--- src/rtl/ysyx22041207_mul.sv ---
// Iterative shift-add multiplier producing the low 64 bits of a 64x64 product.
// Each BUSY cycle consumes BITS_PER_CYCLE multiplier bits (1, 2 or 4), so a
// full operation takes N = 64/BITS_PER_CYCLE cycles.
// Optional feature: define MUL_EARLY_EXIT_EN to finish as soon as the remaining
// multiplier bits are all zero.
module ysyx22041207_mul #(
    parameter int unsigned BITS_PER_CYCLE = 1
) (
    input  logic        clk,
    input  logic        rst,
    input  logic        mul_valid,
    input  logic        flush,
    input  logic [63:0] multiplicand,
    input  logic [63:0] multiplier,
    output logic        mul_ready,
    output logic        out_valid,
    output logic [31:0] result_hi,
    output logic [31:0] result_lo
);

    localparam int unsigned N    = 64 / BITS_PER_CYCLE;
    localparam int unsigned CntW = 7;

    typedef enum logic [1:0] {
        StIdle,
        StBusy,
        StDone
    } state_e;

    state_e            state_q, state_d;
    logic [63:0]       mcand_q, mcand_d;
    logic [63:0]       mplier_q, mplier_d;
    logic [63:0]       acc_q, acc_d;
    logic [63:0]       result_q, result_d;
    logic [CntW-1:0]   count_q, count_d;

    logic [63:0]       partial;
    logic [63:0]       acc_sum;
    logic [63:0]       mplier_shr;
    logic              last_iter;

    // Partial product for the low multiplier digit, plus the updated accumulator
    always_comb begin
        partial = '0;
        for (int i = 0; i < int'(BITS_PER_CYCLE); i++) begin
            if (mplier_q[i]) begin
                partial = partial + (mcand_q << i);
            end
        end
        acc_sum    = acc_q + partial;
        mplier_shr = mplier_q >> BITS_PER_CYCLE;
`ifdef MUL_EARLY_EXIT_EN
        last_iter  = (count_q == CntW'(N - 1)) || (mplier_shr == '0);
`else
        last_iter  = (count_q == CntW'(N - 1));
`endif
    end

    // Next-state logic: flush overrides acceptance and iteration
    always_comb begin
        state_d  = state_q;
        mcand_d  = mcand_q;
        mplier_d = mplier_q;
        acc_d    = acc_q;
        count_d  = count_q;
        result_d = result_q;
        if (flush) begin
            // In-flight product is dropped; results keep their last value
            state_d = StIdle;
        end else begin
            unique case (state_q)
                StIdle: begin
                    if (mul_valid) begin
                        mcand_d  = multiplicand;
                        mplier_d = multiplier;
                        acc_d    = '0;
                        count_d  = '0;
                        state_d  = StBusy;
                    end
                end
                StBusy: begin
                    acc_d    = acc_sum;
                    mcand_d  = mcand_q << BITS_PER_CYCLE;
                    mplier_d = mplier_shr;
                    count_d  = count_q + CntW'(1);
                    if (last_iter) begin
                        result_d = acc_sum;
                        state_d  = StDone;
                    end
                end
                StDone: begin
                    state_d = StIdle;
                end
                default: begin
                    state_d = StIdle;
                end
            endcase
        end
    end

    // State and datapath registers with synchronous reset
    always_ff @(posedge clk) begin
        if (rst) begin
            state_q  <= StIdle;
            mcand_q  <= '0;
            mplier_q <= '0;
            acc_q    <= '0;
            count_q  <= '0;
            result_q <= '0;
        end else begin
            state_q  <= state_d;
            mcand_q  <= mcand_d;
            mplier_q <= mplier_d;
            acc_q    <= acc_d;
            count_q  <= count_d;
            result_q <= result_d;
        end
    end

    // out_valid is a decode of the registered state, so it is glitch-free
    assign mul_ready = (state_q == StIdle);
    assign out_valid = (state_q == StDone);
    assign result_hi = result_q[63:32];
    assign result_lo = result_q[31:0];

endmodule

--- config.mk ---
export PLATFORM = sky130hd
export DESIGN_NAME = ysyx22041207_mul
export DESIGN_NICKNAME = d
export VERILOG_FILES = /design/src/rtl/ysyx22041207_mul.sv
export SDC_FILE = /design/constraint.sdc
export NUM_CORES = 1
export LEC_CHECK = 0
export CAP_MARGIN = 20
export CORE_MARGIN = 3
export CORE_UTILIZATION = 40
export DETAILED_ROUTE_END_ITERATION = 12
export GPL_ROUTABILITY_DRIVEN = 1
export GPL_TIMING_DRIVEN = 0
export HOLD_SLACK_MARGIN = 0.05
export PLACE_DENSITY = 0.59
export SLEW_MARGIN = 20
export SYNTH_ARGS = -nofsm -noshare
export SYNTH_HDL_FRONTEND = slang
export SYNTH_SLANG_ARGS = --single-unit
--- constraint.sdc ---
create_clock -name clk -period 6.1 [get_ports clk]
set_input_delay 0.915 -clock clk [delete_from_list [all_inputs] [get_ports clk]]
set_output_delay 0.915 -clock clk [all_outputs]
set_load 0.02 [all_outputs]
==> results of run 1 <==
[routing by layer]
| metal | global-route usage [%] | part of all wire [%] |
|---|---|---|
| met5 | 0 | 0.027 |
| met4 | 5.87 | 2.4 |
| met3 | 5.02 | 7.8 |
| met2 | 39.9 | 44 |
| met1 | 33.8 | 46 |
[registers in the layout, indices dropped and copies added, names as in the netlist]
signal,cells
acc_q,64
mcand_q,64
mplier_q,64
result_q,64
count_q,7
state_q,2
[cells in the final DEF, fill, tap and decap left out, drive strengths merged, types with 25 or more instances in the layout]
master / netlist / final
dfxtp: 265 / 265
clkdlybuf4s50: 0 / 195
nor2: 184 / 184
nand2: 166 / 166
clkbuf: 113 / 154
a21oi: 135 / 135
a222oi: 92 / 92
o21ai: 72 / 72
and2: 70 / 70
ha: 64 / 64
a22o: 42 / 42
a211oi: 41 / 41
mux2i: 35 / 35
nand3: 28 / 28
xnor2: 27 / 27
nand4: 27 / 27
inv: 24 / 27
nor3: 26 / 26
xor2: 25 / 25
[final cells by class]
| class | count | area share, % |
|---|---|---|
| inverter | 24 | 0.511 |
| multi-input combinational | 1258 | 46.4 |
| clock inverter | 15 | 0.710 |
| buffer | 135 | 2.93 |
| antenna | 1 | 0.0142 |
| timing repair buffer | 196 | 11.1 |
| clock buffer | 41 | 5.01 |
| sequential | 265 | 30.1 |
| tap | 455 | 3.23 |
[worst max-delay path, stage by stage (launching register included)]
cell and delay, ns:
dfxtp_1 0.37, clkbuf_1 0.65, clkbuf_1 0.33, and2_1 0.22
ha_1 0.23, clkbuf_1 0.25, a21oi_1 0.30, o21bai_1 0.10
a21oi_1 0.40, o21ai_0 0.20, a221oi_1 0.95, a211oi_1 0.26
or3_1 0.39, a32o_1 0.26
[kinds of logic (layout without fill, tap and decap cells)]
group | count (synthesis) | after routing | share of synthesized area (%)
and+or+nand+nor | 586 | 586 | 19.8
AOI/OAI and AO/OA | 520 | 520 | 26.6
DFF | 265 | 265 | 37.7
buffers and inverters | 159 | 411 | 4.31
adders and majority gates | 65 | 65 | 5.83
xor gates and xnor gates | 52 | 52 | 3.24
muxes | 35 | 35 | 2.49
other | 0 | 1 | 0
[where the power goes]
| group | total [mW] | internal, mW | switching [mW] | leakage, nW |
|---|---|---|---|---|
| Combinational | 0.333 | 0.156 | 0.178 | 4.18 |
| Sequential | 1.81 | 1.78 | 0.0353 | 2.15 |
| Clock | 1.85 | 1.06 | 0.786 | 0.492 |
[Yosys cell counts (all sizes together), types with 14 or more instances]
library cell | instances | area, µm²
nand4 | 27 | 175
mux2i | 35 | 350
a21oi | 135 | 691
o21ai | 72 | 364
nand3b | 20 | 150
a222oi | 92 | 921
nand2 | 166 | 623
xnor2 | 27 | 236
and2 | 70 | 438
inv | 24 | 90.1
xor2 | 25 | 219
a21o | 22 | 165
ha | 64 | 801
nand3 | 28 | 140
a22o | 42 | 368
dfxtp | 265 | 5310
o211ai | 23 | 173
buf | 22 | 92.6
nor2 | 184 | 691
a211oi | 41 | 308
nor3 | 26 | 135
or3 | 14 | 87.6
clkbuf | 113 | 424
o21bai | 17 | 128
[worst max path at each step]
stage                           start  depth (start not counted)         to
final                     mplier_q[0]                         13  acc_q[60]
after global routing      mplier_q[0]                         13  acc_q[60]
after CTS                 mplier_q[0]                         13  acc_q[60]
after detailed placement  mplier_q[0]                         13  acc_q[60]
after global placement    mplier_q[0]                         13  acc_q[60]
after floorplan           mplier_q[0]                         14  acc_q[60]
==> flow_metrics.env, run 1 <==
export IMPL_fin_util_pct=50.9
export IMPL_dpl_cell_area_um2=16600
export IMPL_finalWeightedCongestion=0.916
export IMPL_cap_violations=0
export IMPL_cp_arrival_ns=5.49
export IMPL_async_flop_share_pct=0
export IMPL_min_to="result_q[8]"
export IMPL_avgRoutedWirePerCell_um=20.2
export IMPL_hold_depth=2
export IMPL_crit_type="reg -> reg"
export IMPL_synth_nets=1879
export IMPL_p_total_mw=3.99
export IMPL_period_share_pct=82.5
export IMPL_cts_setup_buffers=0
export IMPL_via_per_inst=5.79
export IMPL_rows=68
export IMPL_clkLatencyLatePin_ns=0.58
export IMPL_fp_dieH_um=194
export IMPL_synth_edf_count=0
export IMPL_stdcell_area_um2=17600
export IMPL_fmax_ghz=0.199
export IMPL_r2r_start="mplier_q[0]"
export IMPL_worstHoldPathType="reg -> reg"
export IMPL_die_area_um2=37500
export IMPL_crit_path_end_kind="flip-flop"
export IMPL_post_route_min_period_ns=5.04
export IMPL_synth_ff_type="dfxtp_1"
export IMPL_drc=0
export IMPL_cts_sinks=265
export IMPL_leakagePower_nw=6.82
export IMPL_gr_total_overflow=0
export IMPL_min_delay_start="result_q[8]"
export IMPL_drive_above_1_share_pct=4.08
export IMPL_ys_warn_count=0
export IMPL_place_inst=2333
export IMPL_grt_pass1_vias=13700
export IMPL_ff2ff_path_depth=13
export IMPL_regArea_um2=5310
export IMPL_ctsHoldBuffers=0
export IMPL_setup_slack_ns=1.06
export IMPL_rsz0062_at_grt="false"
export IMPL_worst_slew_pin_slew_ns=1.11
export IMPL_drt_pre_antenna_iters=10
export IMPL_critical_path_required_ns=6.56
export IMPL_cts_buffers=30
export IMPL_cts_tree="yes"
export IMPL_ys_types=68
export IMPL_hold_viol=0
export IMPL_die_w_um=194
export IMPL_dr_first_iter_drc_count=1545
export IMPL_ys_seq_area_share_pct=37.7
export IMPL_cts_resized=0
export IMPL_area_growth_pct=25.2
export IMPL_start_kind="flip-flop"
export IMPL_status="completed"
export IMPL_clockBufferDepth=3
export IMPL_multi_input_area_um2=8170
export IMPL_start_util_pct=40.7
export IMPL_synth_ff_latch_count=265
export IMPL_r2r_end="acc_q[60]"
export IMPL_ant_nets=0
export IMPL_nFillCells=3377
export IMPL_coreArea_um2=34600
export IMPL_antenna_found_initial=2
export IMPL_maxSlewHeadroom_pct=25.9
export IMPL_grt_pass1_wl_um=75600
export IMPL_cp_max_fo=10
export IMPL_layout_cells_non_filler=2390
export IMPL_grt_max_degree=15
export IMPL_clock_skew_ns=0.0241
export IMPL_clk_root_buffer_cell="clkbuf_16"
export IMPL_synth_cells=1682
export IMPL_tns_ns=0
export IMPL_syn_area_per_cell_um2=8.37
export IMPL_maxSlewViolCount=0
export IMPL_vias=13800
export IMPL_syn_area_um2=14100
export IMPL_peakVddDrop_v=0.000207
export IMPL_port_buffers=195
export IMPL_reg2reg_slack_ns=1.06
export IMPL_ios=198
export IMPL_h_tree_depth=1
export IMPL_dp_hpwl_um=36300
export IMPL_p_per_area_nw_per_um2=227
export IMPL_place_ws_ns=1.18
export IMPL_totalWireLength_um=48400
export IMPL_setup_viol=0
export IMPL_hold_ws_ns=0.455
export IMPL_final_net_count=2107
export IMPL_track_usage_pct=24.6
export IMPL_path_clk_slew_ns=0.07
(Power assumes the default switching activity.)
==> inputs of run 2 (changes only) <==
--- a/config.mk
+++ b/config.mk
@@ -12,7 +12,7 @@
 export GPL_ROUTABILITY_DRIVEN = 1
 export GPL_TIMING_DRIVEN = 0
 export HOLD_SLACK_MARGIN = 0.05
-export PLACE_DENSITY = 0.59
+export PLACE_DENSITY = 0.61
 export SLEW_MARGIN = 20
 export SYNTH_ARGS = -nofsm -noshare
 export SYNTH_HDL_FRONTEND = slang
==> constraint.sdc (replaced) <==
create_clock -name clk -period 4.1 [get_ports clk]
set_input_delay 0.615 -clock clk [delete_from_list [all_inputs] [get_ports clk]]
set_output_delay 0.615 -clock clk [all_outputs]
set_load 0.02 [all_outputs]
==> run 2 against run 1 <==
Critical path depth up 1; maximum frequency increased by 30%; register-to-register slack lost 0.83 ns; global-route usage increased by 0.081 points; highest routed layer unchanged.
==> flow_metrics.env, run 2 (same netlist as run 1, synthesis figures left out) <==
export IMPL_met3_length_um=3820
export IMPL_rows=68
export IMPL_start_util_pct=40.7
export IMPL_die_w_um=194
export IMPL_cp_max_fo=10
export IMPL_layout_cells_non_filler=2386
export IMPL_status="completed"
export IMPL_place_ws_ns=-0.723
export IMPL_p_per_area_nw_per_um2=332
export IMPL_worstHoldPathType="reg -> reg"
export IMPL_hold_viol=0
export IMPL_fp_dieH_um=194
export IMPL_fin_util_pct=50.9
export IMPL_dp_hpwl_um=36100
export IMPL_crit_path_top_delay_cell="or4_1"
export IMPL_finalWeightedCongestion=0.925
export IMPL_grt_max_degree=16
export IMPL_critPathMaxStageDelay_ns=0.48
export IMPL_nFillCells=3435
export IMPL_ctsHoldBuffers=0
export IMPL_worst_slew_pin_slew_ns=1.05
export IMPL_cts_tree="yes"
export IMPL_ff2ff_path_depth=14
export IMPL_ant_nets=0
export IMPL_coreArea_um2=34600
export IMPL_cpMostUsedCell="or4_1"
export IMPL_top_layer="met5"
export IMPL_drt_pre_antenna_iters=9
export IMPL_critical_path_cell_chain="buf_6 > clkbuf_2 > and2_1 > ha_1 > clkbuf_1 > nand4_1 > or4_1 > a21oi_2 > nor3_2 > a21oi_4 > a31oi_2 > o31a_1 > or4_1 > nand3_1"
export IMPL_antenna_found_initial=1
export IMPL_hold_depth=2
export IMPL_via_per_inst=5.87
export IMPL_path_clk_slew_ns=0.07
export IMPL_p_total_mw=5.85
export IMPL_h_tree_depth=1
export IMPL_wl_met1_um=21800
export IMPL_route_met2_wl_um=21100
export IMPL_final_net_count=2107
export IMPL_port_buffers=195
export IMPL_avgRoutedWirePerCell_um=20.2
export IMPL_peakVddDrop_v=0.000328
export IMPL_place_inst=2332
export IMPL_grt_pass1_vias=13900
export IMPL_clock_skew_ns=0.0127
export IMPL_period_share_pct=94.2
export IMPL_setup_slack_ns=0.239
export IMPL_area_growth_pct=25.3
export IMPL_drive_above_1_share_pct=4.56
export IMPL_gr_total_overflow=0
export IMPL_fmax_ghz=0.259
export IMPL_clockBufferDepth=3
export IMPL_clk_root_buffer_cell="clkbuf_16"
export IMPL_crit_path_end_kind="flip-flop"
export IMPL_track_usage_pct=24.7
export IMPL_cts_buffers=30
export IMPL_vias=14000
export IMPL_layout_commonest_cell="dfxtp_1"
export IMPL_cp_arrival_ns=4.38
export IMPL_totalWireLength_um=48200
export IMPL_ios=198
export IMPL_crit_type="reg -> reg"
export IMPL_die_area_um2=37500
export IMPL_rsz0062_at_grt="false"
export IMPL_drc=0
export IMPL_clkLatencyLatePin_ns=0.58
export IMPL_dr_first_iter_drc_count=1391
export IMPL_post_route_min_period_ns=3.86
export IMPL_critical_path_required_ns=4.62
export IMPL_stdcell_area_um2=17600
export IMPL_dpl_cell_area_um2=16600
export IMPL_setup_viol=0
export IMPL_start_kind="flip-flop"
export IMPL_leakagePower_nw=6.83
export IMPL_antennaDiodeCount=0
export IMPL_maxSlewViolCount=0
export IMPL_maxSlewHeadroom_pct=30.3
export IMPL_cap_violations=0
export IMPL_cts_sinks=265
export IMPL_layout_common_cells="dfxtp_1, clkdlybuf4s50_1, nor2_1, nand2_1, a21oi_1"
export IMPL_grt_pass1_wl_um=76300
==> run 2: what timing repair did <==
| action | CTS | global route |
|---|---|---|
| setup endpoints to repair | 51 | 38 |
| gates resized for setup | 6 | 20 |
| pin swaps | 2 | 2 |
| gates cloned | 0 | 0 |
| buffers inserted | 4 | 0 |
==> run 2: worst paths after layout <==
check	startpoint	endpoint	slack [ns]
worst min register to register	result_q[34]	result_q[34]	0.45
worst min-delay path	result_q[34]	result_q[34]	0.45
worst max-delay path	mplier_q[0]	result_q[37]	0.24
worst max register to register	mplier_q[0]	result_q[37]	0.24
==> run 2: routing by layer <==
layer	vias up	GRT usage, %
met5	-	0
met4	2	7.39
met3	89	5.35
met2	483	39.3
met1	6699	33.7
li1	6726	-
==> run 2: worst max-delay path: cells and delay by family, from the launching register on <==
kind	cells	cell delay (ns)
and+or+nand+nor	6	1.48
AOI/OAI and AO/OA	4	1.04
buffers and inverters	3	0.67
DFF	1	0.32
adders and majority gates	1	0.28
==> run 2: where the power goes <==
group	switching [mW]	internal (mW)
Clock	1.12	1.53
Sequential	0.0508	2.65
Combinational	0.266	0.232
Total	1.44	4.41
==> run 2: stage by stage <==
stage	TNS (ns)	hold WS [ns]
finish	0	0.453
global route	0	0.472
CTS	0	0.456
detailed placement	-11.05	0.448
global placement	-9.22	0.444
floorplan	0	0.432
==> run 2: final cells by class <==
| class | count | area [µm²] | share of cell area, % |
|---|---|---|---|
| buffer | 132 | 519 | 2.94 |
| clock buffer | 46 | 881 | 4.99 |
| clock inverter | 7 | 77.6 | 0.440 |
| inverter | 24 | 90.1 | 0.511 |
| multi-input combinational | 1258 | 8210 | 46.6 |
| sequential | 265 | 5310 | 30.1 |
| tap | 455 | 569 | 3.23 |
| timing repair buffer | 199 | 1980 | 11.2 |
